==> src/rtl/display_value_scheduler_if.sv <==
// Display scheduler bus: source values/valids and advance controls in, BCD digits and status out.
// The master side drives the sources; the slave side is the scheduler.
interface display_value_scheduler_if #(
    parameter int NUM_SRC = 4,
    parameter int SEL_W   = 2
);
    logic [NUM_SRC-1:0]    src_valid;
    logic [32*NUM_SRC-1:0] src_vals;
    logic                  next_btn;
    logic                  hold;
    logic [SEL_W-1:0]      sel_idx;
    logic [19:0]           bcd_digits;
    logic                  is_negative;
    logic                  overflow;
    logic                  busy;
    logic                  update_pulse;

    modport master (
        output src_valid, src_vals, next_btn, hold,
        input  sel_idx, bcd_digits, is_negative, overflow, busy, update_pulse
    );

    modport slave (
        input  src_valid, src_vals, next_btn, hold,
        output sel_idx, bcd_digits, is_negative, overflow, busy, update_pulse
    );
endinterface

==> src/rtl/display_value_scheduler.sv <==
// Round-robin display source picker with signed binary-to-BCD conversion; 19 cycles LATCH->outputs (2 on overflow).
// No backpressure: sources are sampled once per refresh and advance requests collapse into a single pending flag.
module display_value_scheduler #(
    parameter int NUM_SRC      = 4,
    parameter int DWELL_CYCLES = 50000000,
    parameter int SEL_W        = 2
) (
    input logic                    clk,
    input logic                    rst_n,
    display_value_scheduler_if.slave bus
);

    localparam int              CNT_W      = $clog2(DWELL_CYCLES);
    localparam logic [CNT_W-1:0] DWELL_LAST = CNT_W'(DWELL_CYCLES - 1);

    typedef enum logic [1:0] {IDLE, LATCH, CONVERT, COMMIT} state_t;

    state_t           state_q, state_d;
    logic [SEL_W-1:0] sel_q, sel_d;
    logic [CNT_W-1:0] dwell_q, dwell_d;
    logic             pend_q, pend_d;
    logic             neg_q, neg_d;
    logic             ovf_q, ovf_d;
    logic [16:0]      shift_q, shift_d;
    logic [19:0]      acc_q, acc_d;
    logic [4:0]       bit_q, bit_d;
    logic [19:0]      digits_q, digits_d;
    logic             is_neg_q, is_neg_d;
    logic             ovf_out_q, ovf_out_d;
    logic             busy_q, busy_d;
    logic             upd_q, upd_d;

    logic [31:0]      vals [NUM_SRC];
    logic [SEL_W-1:0] nxt_sel;
    logic [SEL_W-1:0] cand;
    logic             found;
    logic             any_vld;
    logic             adv_req;
    logic [31:0]      v;
    logic [31:0]      mag;

    for (genvar g = 0; g < NUM_SRC; g++) begin : g_unpack
        assign vals[g] = bus.src_vals[32*g +: 32];
    end

    function automatic logic [19:0] add3(input logic [19:0] b);
        logic [19:0] r;
        r = b;
        for (int n = 0; n < 5; n++) begin
            if (r[4*n +: 4] >= 4'd5) r[4*n +: 4] = r[4*n +: 4] + 4'd3;
        end
        return r;
    endfunction

    // Search starts just past the current index so the current one is the last candidate.
    always_comb begin
        nxt_sel = sel_q;
        cand    = sel_q;
        found   = 1'b0;
        for (int i = 1; i <= NUM_SRC; i++) begin
            cand = SEL_W'((int'(sel_q) + i) % NUM_SRC);
            if (!found && bus.src_valid[cand]) begin
                found   = 1'b1;
                nxt_sel = cand;
            end
        end
    end

    assign any_vld = |bus.src_valid;
    assign adv_req = bus.next_btn | (!bus.hold && (dwell_q == DWELL_LAST));

    always_comb begin
        state_d   = state_q;
        sel_d     = sel_q;
        neg_d     = neg_q;
        ovf_d     = ovf_q;
        shift_d   = shift_q;
        acc_d     = acc_q;
        bit_d     = bit_q;
        digits_d  = digits_q;
        is_neg_d  = is_neg_q;
        ovf_out_d = ovf_out_q;
        upd_d     = 1'b0;
        pend_d    = pend_q | adv_req;
        v         = vals[sel_q];
        mag       = v[31] ? (~v + 32'd1) : v;

        case (state_q)
            IDLE: begin
                if (any_vld) begin
                    if (pend_q || adv_req || !bus.src_valid[sel_q]) sel_d = nxt_sel;
                    pend_d  = 1'b0;
                    state_d = LATCH;
                end
            end
            LATCH: begin
                neg_d   = v[31];
                ovf_d   = (mag > 32'd99999);
                shift_d = mag[16:0];
                acc_d   = '0;
                bit_d   = '0;
                state_d = (mag > 32'd99999) ? COMMIT : CONVERT;
            end
            CONVERT: begin
                {acc_d, shift_d} = {add3(acc_q), shift_q} << 1;
                bit_d = bit_q + 5'd1;
                if (bit_q == 5'd16) state_d = COMMIT;
            end
            COMMIT: begin
                digits_d  = ovf_q ? 20'h99999 : acc_q;
                is_neg_d  = neg_q;
                ovf_out_d = ovf_q;
                upd_d     = 1'b1;
                state_d   = IDLE;
            end
            default: state_d = IDLE;
        endcase

        // A new source always gets a full dwell period.
        if (sel_d != sel_q)         dwell_d = '0;
        else if (bus.hold)          dwell_d = dwell_q;
        else if (dwell_q == DWELL_LAST) dwell_d = '0;
        else                        dwell_d = dwell_q + CNT_W'(1);

        busy_d = (state_d != IDLE);
    end

    always_ff @(posedge clk or negedge rst_n) begin
        if (!rst_n) begin
            state_q   <= IDLE;
            sel_q     <= '0;
            dwell_q   <= '0;
            pend_q    <= 1'b0;
            neg_q     <= 1'b0;
            ovf_q     <= 1'b0;
            shift_q   <= '0;
            acc_q     <= '0;
            bit_q     <= '0;
            digits_q  <= '0;
            is_neg_q  <= 1'b0;
            ovf_out_q <= 1'b0;
            busy_q    <= 1'b0;
            upd_q     <= 1'b0;
        end else begin
            state_q   <= state_d;
            sel_q     <= sel_d;
            dwell_q   <= dwell_d;
            pend_q    <= pend_d;
            neg_q     <= neg_d;
            ovf_q     <= ovf_d;
            shift_q   <= shift_d;
            acc_q     <= acc_d;
            bit_q     <= bit_d;
            digits_q  <= digits_d;
            is_neg_q  <= is_neg_d;
            ovf_out_q <= ovf_out_d;
            busy_q    <= busy_d;
            upd_q     <= upd_d;
        end
    end

    assign bus.sel_idx      = sel_q;
    assign bus.bcd_digits   = digits_q;
    assign bus.is_negative  = is_neg_q;
    assign bus.overflow     = ovf_out_q;
    assign bus.busy         = busy_q;
    assign bus.update_pulse = upd_q;

endmodule

==> src/flat_wrapper.sv <==
// flat-port wrapper written by rule: the top's interface ports become plain ports
module display_value_scheduler_flat 
#(
    parameter int NUM_SRC      = 4,
    parameter int DWELL_CYCLES = 50000000,
    parameter int SEL_W        = 2
)
  (clk, rst_n, bus_src_valid, bus_src_vals, bus_next_btn, bus_hold, bus_sel_idx, bus_bcd_digits, bus_is_negative, bus_overflow, bus_busy, bus_update_pulse);
  display_value_scheduler_if #(.NUM_SRC(NUM_SRC), .SEL_W(SEL_W)) bus_i ();
  input logic clk;
  input logic rst_n;
  input wire logic [$bits(bus_i.src_valid)-1:0] bus_src_valid;
  input wire logic [$bits(bus_i.src_vals)-1:0] bus_src_vals;
  input wire logic [$bits(bus_i.next_btn)-1:0] bus_next_btn;
  input wire logic [$bits(bus_i.hold)-1:0] bus_hold;
  output wire logic [$bits(bus_i.sel_idx)-1:0] bus_sel_idx;
  output wire logic [$bits(bus_i.bcd_digits)-1:0] bus_bcd_digits;
  output wire logic [$bits(bus_i.is_negative)-1:0] bus_is_negative;
  output wire logic [$bits(bus_i.overflow)-1:0] bus_overflow;
  output wire logic [$bits(bus_i.busy)-1:0] bus_busy;
  output wire logic [$bits(bus_i.update_pulse)-1:0] bus_update_pulse;
  assign bus_i.src_valid = bus_src_valid;
  assign bus_i.src_vals = bus_src_vals;
  assign bus_i.next_btn = bus_next_btn;
  assign bus_i.hold = bus_hold;
  assign bus_sel_idx = bus_i.sel_idx;
  assign bus_bcd_digits = bus_i.bcd_digits;
  assign bus_is_negative = bus_i.is_negative;
  assign bus_overflow = bus_i.overflow;
  assign bus_busy = bus_i.busy;
  assign bus_update_pulse = bus_i.update_pulse;
  display_value_scheduler #(.NUM_SRC(NUM_SRC), .DWELL_CYCLES(DWELL_CYCLES), .SEL_W(SEL_W)) u_core (.clk(clk), .rst_n(rst_n), .bus(bus_i));
endmodule
==> config.mk <==
export PLATFORM = sky130hd
export DESIGN_NAME = display_value_scheduler_flat
export DESIGN_NICKNAME = d
export VERILOG_FILES = /design/src/rtl/display_value_scheduler_if.sv /design/src/rtl/display_value_scheduler.sv /design/src/flat_wrapper.sv
export SDC_FILE = /design/constraint.sdc
export NUM_CORES = 1
export LEC_CHECK = 0
export CORE_ASPECT_RATIO = 0.75
export CORE_MARGIN = 1
export CORE_UTILIZATION = 55
export CTS_CLUSTER_SIZE = 10
export DETAILED_ROUTE_END_ITERATION = 10
export GPL_TIMING_DRIVEN = 0
export PLACE_DENSITY = 0.87
export SLEW_MARGIN = 20
export SYNTH_ARGS = -nofsm -noshare
export SYNTH_HDL_FRONTEND = slang
export SYNTH_SLANG_ARGS = --single-unit
==> constraint.sdc <==
create_clock -name clk -period 8.76 [get_ports clk]
set_clock_uncertainty 0.1 [all_clocks]
set_input_delay 1.752 -clock clk [delete_from_list [all_inputs] [get_ports clk]]
set_output_delay 1.752 -clock clk [all_outputs]
set_load 0.02 [all_outputs]
==> flow_summary.yaml, run 1 <==
power:
  p_per_area_nw_per_um2: 276
  ir_worst_vdd_mv: 0.147
  p_leak_nw: 3.61
  total_power_mw: 2.53
clock_tree:
  cts_buffers: 9
  clock_latency_ns: 0.34
  cts.reportedPaths.clkPinSlew_ns: 0.07
  hold_buffers: 0
  cts_max_level: 3
  cts_resized: 0
  post_cts_buffers: 0
  cts_root_buf: "clkbuf_16"
  cts.sinks: 99
  clock_path_buffers: 2
  cts_tree: "done"
synthesis:
  synthTopCellsByArea: "dfrtp_1 35%, mux4_1 5.6%, mux4_2 4.8%, nor2_1 4.3%, o21ai_0 3.6%"
  yosysMostFrequentCell: "dfrtp_1"
  ys_seq_area_frac: 0.353
  synth_ff_type: "dfrtp_1"
  yosysTopAreaCell: "dfrtp_1"
  synth_top_area_frac: 0.353
  netlist_area_um2: 7020
  yosys.cell_types.count: 81
  synth_edf_count: 0
  synthTopCellsByCount: "99 x dfrtp_1, 80 x nor2_1, 51 x o21ai_0"
  avgSynthCellArea_um2: 9.83
  netlist_instances: 714
  async_flop_share: 1.00
  syn_nets: 869
  yosysWarnings: 0
  yosys_register_bits: 99
placement:
  port_buffers: 161
  hpwl_um: 16100
  gp_congestion: 0.987
global_route:
  grt_overflow: 0
  grt_max_degree: 87
  grt_pass1_vias: 6501
  antenna_found_initial: 0
  grt_use_total: 0.317
  grt_pass1_wl_um: 32800
routing:
  vias: 6517
  first_pass_iters: 5
  via_per_inst: 6.16
  drtIter0Drc: 598
  ant_nets: 0
  wire_per_inst_um: 19.3
  wl_um: 20400
  drc: 0
die:
  fp.coreArea_um2: 12300
  dieHeight_um: 99.9
  dieWidth_um: 132
  io_pins: 162
  start_util: 0.569
  dieArea_um2: 13200
  fp-row-count: 35
sta:
  rsz0062_at_grt: "false"
  worst_pin_slew_ns: 0.947
  maxSlewViolCount: 0
  finalHoldViolCount: 0
  max_freq_ghz: 0.181
  timing.final.crit_period_ns: 5.54
  tns_ns: 0
  slew-limit-headroom: 0.350
  setup_viol: 0
  fin_crit_sh: 0.632
worst_setup_path:
  rr_startpoint: "u_core.bus.sel_idx[1]$_DFF_PN0_"
  path_buf_inv: 1
  cp_slowest_cell: "mux4_4"
  cp.arrival_ns: 5.65
  crit_required_ns: 8.87
  cp-end-kind: "flop"
  crit_path_cell_trace: "clkdlybuf4s50_1, mux4_4, nor3_1, nand4_2, and3_1, a2111oi_0, and4b_1, nand4_1, nor2_2, o211ai_1"
  crit_path_start: "bus_src_vals[102]"
  crit_fanout: 9
  max_stage_delay_ns: 0.72
  worstSetupPathType: "input port to flop"
  critPathTopFamily: "simple AND/OR/NAND/NOR gates"
  cp-start-kind: "input port"
layout:
  drive_gt1_frac: 0.0975
  finalNetCount: 1042
  antenna_cells: 0
  area_growth_pct: 30.7
flow_run:
  maxCapViolCount: 0
hold_path:
  worstHoldStart: "u_core.shift_q[0]$_DFFE_PN0P_"
  hold_class: "flop to flop"
run_status:
  status: "finished clean"
## per-stage QoR
step	worst slack (ns)	hold slack [ns]	cells	cell area, µm²	utilization
after global routing	3.15	0.400	1058	9180	0.743
after detailed placement	3.12	0.373	1042	8870	0.718
after CTS	3.46	0.387	1058	9180	0.743
final	3.22	0.386	1058	9180	0.743
after floorplan	4.36	0.347	714	7020	-
after global placement	2.39	0.362	1041	8840	0.716
## final cells by class
cell class | instances | area, µm²
Fill cell | 859 | 3170
Clock buffer | 10 | 239
Sequential cell | 99 | 2480
Timing Repair Buffer | 162 | 1640
Clock inverter | 6 | 71.3
Buffer | 36 | 253
Inverter | 36 | 135
Tap cell | 166 | 208
Multi-Input combinational cell | 543 | 4160
## per-layer routing
layer / share of wire / routed length, µm / track usage / vias to the layer above
met2: 0.47 / 9710 / 0.509 / 263
met3: 0.064 / 1310 / 0.0626 / 30
met1: 0.45 / 9140 / 0.445 / 3246
met4: 0.014 / 278 / 0.0769 / 0
met5: 0 / 0 / 0 / -
li1: - / - / - / 2978
## worst min-delay path: stages (launching register included)
cell     delay (ns)
dfrtp_1        0.35
nand2_1        0.05
o31ai_1        0.06
## report_power, final
group | internal [mW] | switching, mW | total, mW
Sequential | 0.538 | 0.0489 | 0.587
Combinational | 0.664 | 0.870 | 1.53
Clock | 0.233 | 0.181 | 0.414
## worst paths after layout
path / slack (ns) / cells after the start / to
setup reg to reg: 4.30 / 15 / u_core.bus.busy$_DFF_PN0_
min in group asynchronous: 1.12 / 1 / u_core.pend_q$_DFF_PN0_
hold / removal: 0.39 / 2 / u_core.shift_q[0]$_DFFE_PN0P_
max in group asynchronous: 6.80 / 2 / u_core.bit_q[0]$_DFFE_PN0P_
setup / recovery: 3.22 / 10 / u_core.bus.busy$_DFF_PN0_
hold reg to reg: 0.39 / 2 / u_core.shift_q[0]$_DFFE_PN0P_
## cells in the final DEF (no fill, tap or decap), types with 6 or more instances in the layout
| master | count |
|---|---|
| nand3_1 | 26 |
| mux2i_1 | 14 |
| o22ai_1 | 6 |
| nor3_1 | 13 |
| clkbuf_8 | 7 |
| ha_1 | 19 |
| nor4_1 | 9 |
| o21ai_0 | 51 |
| mux4_2 | 15 |
| o2bb2ai_1 | 10 |
| xnor2_1 | 25 |
| mux4_1 | 15 |
| nand3b_1 | 13 |
| a21oi_1 | 34 |
| clkbuf_16 | 9 |
| clkbuf_1 | 22 |
| nor2_1 | 80 |
| mux2_2 | 18 |
| xor2_1 | 22 |
| dfrtp_1 | 99 |
| nand2b_1 | 10 |
| a31oi_1 | 12 |
| clkdlybuf4s50_1 | 160 |
| nand2_1 | 47 |
| nand4_1 | 6 |
| nor3b_1 | 10 |
| o31ai_1 | 6 |
| inv_1 | 35 |
## flip-flops by register name, indices dropped and copies added, names as in the netlist, 2 cells and up
signal and cells:
u_core.state_q 2, u_core.dwell_q 26, u_core.shift_q 17, u_core.bus.sel_idx 2, u_core.bus.bcd_digits 20, u_core.bit_q 5
u_core.acc_q 20
## logic make-up after synthesis
logic type	Yosys count	synth area share
and+or+nand+nor	256	0.196
buffers and inverters	72	0.0552
xor gates and xnor gates	47	0.0586
adders and majority gates	19	0.0339
DFF	99	0.353
AOI/OAI and AO/OA	157	0.143
muxes	64	0.160
(Power assumes the default switching activity.)
==> inputs of run 2 (changes only) <==
CORE_UTILIZATION = 51   (was 55)
PLACE_DENSITY = 0.81   (was 0.87)
clock period = 5.4 ns   (was 8.76 ns; I/O delays follow)
==> flow_summary.yaml, run 2 (same netlist as run 1, synthesis figures left out) <==
worst_setup_path:
  cp-start-kind: "input port"
  cp.arrival_ns: 4.68
  cp-end-kind: "flop"
  crit_fanout: 9
  rr_startpoint: "u_core.bus.sel_idx[1]$_DFF_PN0_"
  max_stage_delay_ns: 0.72
  reg2reg_to: "u_core.bus.busy$_DFF_PN0_"
  path_buf_inv: 1
  reg2regPathDepth: 15
  crit_required_ns: 5.51
  cp_slowest_cell: "mux4_4"
  ff2ff_setup_slack_ns: 1.12
  worstSetupPathType: "input port to flop"
  crit_path_cell_trace: "clkdlybuf4s50_1, mux4_4, nor3_1, nand4_2, and3_1, a2111oi_0, and4b_1, nand4_1, nor2_2, o211ai_1"
  critPathTopFamily: "simple AND/OR/NAND/NOR gates"
hold_path:
  min_path_cells: 1
  hold_class: "flop to flop"
  worstHoldStart: "u_core.bit_q[4]$_DFFE_PN0P_"
  min_to: "u_core.bit_q[4]$_DFFE_PN0P_"
run_status:
  status: "finished clean"
routing:
  first_pass_iters: 5
  drc: 0
  wl_met3_um: 1250
  vias: 6413
  via_per_inst: 6.03
  top_layer_used: "met4"
  ant_nets: 0
  wire_per_inst_um: 18.8
  met1_length_um: 9130
  wl_met2_um: 9450
  drtIter0Drc: 583
  wl_um: 20000
sta:
  setup_viol: 0
  max_freq_ghz: 0.219
  setup_ws_ns: 0.837
  rsz0062_at_grt: "false"
  fin_crit_sh: 0.845
  finalHoldViolCount: 0
  slew-limit-headroom: 0.361
  worst_pin_slew_ns: 0.932
  timing.final.crit_period_ns: 4.56
  maxSlewViolCount: 0
flow_run:
  maxCapViolCount: 0
die:
  dieHeight_um: 104
  dieWidth_um: 137
  io_pins: 162
  fp.coreArea_um2: 13200
  dieArea_um2: 14200
  fp-row-count: 36
  start_util: 0.532
global_route:
  antenna_found_initial: 0
  grt_pass1_wl_um: 31900
  grt_use_total: 0.288
  grt_max_degree: 87
  grt_overflow: 0
  grt_pass1_vias: 6434
clock_tree:
  cts.reportedPaths.clkPinSlew_ns: 0.07
  cts_resized: 0
  clock_latency_ns: 0.34
  hold_buffers: 0
  cts_buffers: 9
  post_cts_buffers: 0
  cts_tree: "done"
  clock_path_buffers: 2
  cts.sinks: 99
  cts_root_buf: "clkbuf_16"
  cts_max_level: 3
layout:
  seqCellArea_um2: 2480
  nFillCells: 990
  area_growth_pct: 30.7
  top_register: "u_core.dwell_q"
  drive_gt1_frac: 0.0975
  finalNetCount: 1042
  final_util: 0.695
  final_common_cell: "clkdlybuf4s50_1"
  largest_reg_flops: 26
  multi_input_area_um2: 4160
  antenna_cells: 0
  mostFrequentLayoutCells: "160 x clkdlybuf4s50_1, 99 x dfrtp_1, 80 x nor2_1"
  final_cells: 1063
placement:
  place_worst_setup_slack_ns: 0.606
  port_buffers: 161
  hpwl_um: 15600
  gp_congestion: 0.940
  dp.cells: 1047
power:
  p_leak_nw: 3.61
  ir_worst_vdd_mv: 0.258
  total_power_mw: 4.09
  p_per_area_nw_per_um2: 446
[run 2: cell types whose count changed in the layout (fill, tap and decap cells not counted), sizes merged]
cell,before,now
clkbuf,40,39
clkinv,1,3
inv,39,38
[run 2: layout make-up]
type                    instances  area share
clock buffers                   9      0.0245
clock inverters                 7     0.00832
multi-input cells             543       0.453
repair buffers                162       0.179
flip-flops and latches         99       0.270
plain buffers                  36      0.0275
well taps                     171      0.0233
inverters                      36      0.0147
[run 2: metal layers]
metal  up-vias  GRT usage
met5         -          0
met4         0     0.0691
met3        18     0.0617
met2       215      0.451
met1      3209      0.406
li1       2971          -
[run 2: how the worst max path moves through the flow]
stage                 startpoint                            to  slack [ns]  cells after the start
2_1_floorplan   bus_src_vals[33]     u_core.bus.busy$_DFF_PN0_        1.67                     12
3_3_place_gp               rst_n  u_core.acc_q[12]$_DFFE_PN0P_       -0.31                      1
3_5_place_dp    bus_src_vals[96]     u_core.bus.busy$_DFF_PN0_        0.61                     13
4_1_cts        bus_src_vals[102]     u_core.bus.busy$_DFF_PN0_        0.96                     10
5_1_grt        bus_src_vals[102]     u_core.bus.busy$_DFF_PN0_        0.54                     10
6_report       bus_src_vals[102]     u_core.bus.busy$_DFF_PN0_        0.84                     10
[run 2: metrics by stage]
step	hold slack (ns)	cell area, µm²	setup TNS [ns]
floorplan	0.347	7020	0
global placement	0.367	8850	-29.51
detailed placement	0.378	8880	0
CTS	0.397	9180	0
global route	0.419	9180	0
finish	0.397	9180	0
[run 2: power by group]
part	internal (mW)	switching (mW)
Sequential	0.874	0.0795
Combinational	1.08	1.41
Clock	0.363	0.291
==> inputs of run 3 (changes only) <==
clock period = 4.6 ns   (was 5.4 ns; I/O delays follow)
==> flow_summary.yaml, run 3 (same netlist as run 1, synthesis figures left out) <==
worst_setup_path:
  cp.arrival_ns: 4.40
  max_stage_delay_ns: 0.65
  cp_slowest_cell: "a21oi_1"
  path_buf_inv: 2
  critPathTopFamily: "compound AO/OA/AOI/OAI gates"
  crit_fanout: 7
  worstSetupPathType: "input port to flop"
  crit_path_cell_trace: "clkdlybuf4s50_1, mux4_1, inv_1, ha_1, and2b_2, nand3_1, a21oi_1, and4b_1, o21ai_1, o41ai_2, nand4_1, nor2_2, o211ai_1"
  cp-start-kind: "input port"
  cp-end-kind: "flop"
  crit_required_ns: 4.71
sta:
  max_freq_ghz: 0.233
  finalHoldViolCount: 0
  holdWs_ns: 0.288
  worst_pin_slew_ns: 0.960
  setup_viol: 0
  timing.final.crit_period_ns: 4.29
  slew-limit-headroom: 0.342
  fin_crit_sh: 0.933
  rsz0062_at_grt: "false"
  maxSlewViolCount: 0
global_route:
  grt_max_degree: 87
  antenna_found_initial: 0
  grt_pass1_vias: 6434
  grt_use_total: 0.288
  grt_overflow: 0
  grt_pass1_wl_um: 31900
clock_tree:
  hold_buffers: 0
  cts.sinks: 99
  cts_tree: "done"
  cts_buffers: 9
  cts_max_level: 3
  post_cts_buffers: 0
  clock_path_buffers: 2
  cts.reportedPaths.clkPinSlew_ns: 0.07
  clock_latency_ns: 0.34
  cts_resized: 0
  cts_root_buf: "clkbuf_16"
die:
  start_util: 0.532
  io_pins: 162
  dieArea_um2: 14200
  fp-row-count: 36
  fp.coreArea_um2: 13200
  dieWidth_um: 137
  dieHeight_um: 104
layout:
  area_growth_pct: 30.8
  nFillCells: 990
  finalNetCount: 1042
  drive_gt1_frac: 0.0987
  antenna_cells: 0
  multi_input_area_um2: 4160
  fin_area_um2: 9180
  largest_reg_flops: 26
  top_register: "u_core.dwell_q"
  seqCellArea_um2: 2480
  final_common_cell: "clkdlybuf4s50_1"
  mostFrequentLayoutCells: "160 x clkdlybuf4s50_1, 99 x dfrtp_1, 80 x nor2_1"
routing:
  ant_nets: 0
  wire_per_inst_um: 18.8
  first_pass_iters: 7
  wl_um: 20000
  drtIter0Drc: 553
  via_per_inst: 6.04
  vias: 6417
  drc: 0
placement:
  gp_congestion: 0.940
  placed_cell_area_um2: 8880
  hpwl_um: 15600
  port_buffers: 161
power:
  total_power_mw: 4.80
  p_leak_nw: 3.61
  p_per_area_nw_per_um2: 523
  ir_worst_vdd_mv: 0.303
hold_path:
  hold_class: "input port to asynchronous set/reset pin"
flow_run:
  maxCapViolCount: 0
run_status:
  status: "finished clean"
## run 3: cell counts in the layout (fill, tap and decap cells not counted)
No cell type changed its count.
## run 3: through the flow
step / setup slack, ns / cells / util / TNS (ns)
2_1_floorplan: 1.03 / 714 / - / 0
3_3_place_gp: -0.946 / 1046 / 0.670 / -92.98
3_5_place_dp: -0.0337 / 1047 / 0.673 / -0.0361
4_1_cts: 0.323 / 1063 / 0.695 / 0
5_1_grt: 0.0201 / 1063 / 0.696 / 0
6_report: 0.309 / 1063 / 0.696 / 0
## run 3: cell type report
cell class / instances / share of cell area
Clock buffer: 9 / 0.0245
Timing Repair Buffer: 162 / 0.179
Multi-Input combinational cell: 543 / 0.453
Tap cell: 171 / 0.0233
Clock inverter: 7 / 0.00831
Sequential cell: 99 / 0.270
Inverter: 36 / 0.0147
Buffer: 36 / 0.0275
## run 3: routing by layer
layer	routed length, µm	global-route usage
met5	0	0
met2	9400	0.451
met3	1400	0.0617
met1	9020	0.406
met4	197	0.0691
## run 3: path summary, 6_finish.rpt
path,cells past startpoint,slack (ns),startpoint,end
max in group asynchronous,2,3.46,rst_n,u_core.shift_q[10]$_DFFE_PN0P_
setup / recovery,13,0.31,bus_src_vals[32],u_core.bus.busy$_DFF_PN0_
min in group clk,2,0.40,u_core.shift_q[11]$_DFFE_PN0P_,u_core.shift_q[11]$_DFFE_PN0P_
hold / removal,1,0.29,rst_n,u_core.pend_q$_DFF_PN0_
hold reg to reg,2,0.40,u_core.shift_q[11]$_DFFE_PN0P_,u_core.shift_q[11]$_DFFE_PN0P_
setup reg to reg,15,0.42,u_core.bus.sel_idx[0]$_DFF_PN0_,u_core.bus.busy$_DFF_PN0_
## run 3: report_power, final
group	internal (mW)	total, mW	switching, mW
Combinational	1.27	2.92	1.65
Clock	0.427	0.768	0.341
Sequential	1.03	1.12	0.0930
Total	2.72	4.80	2.09
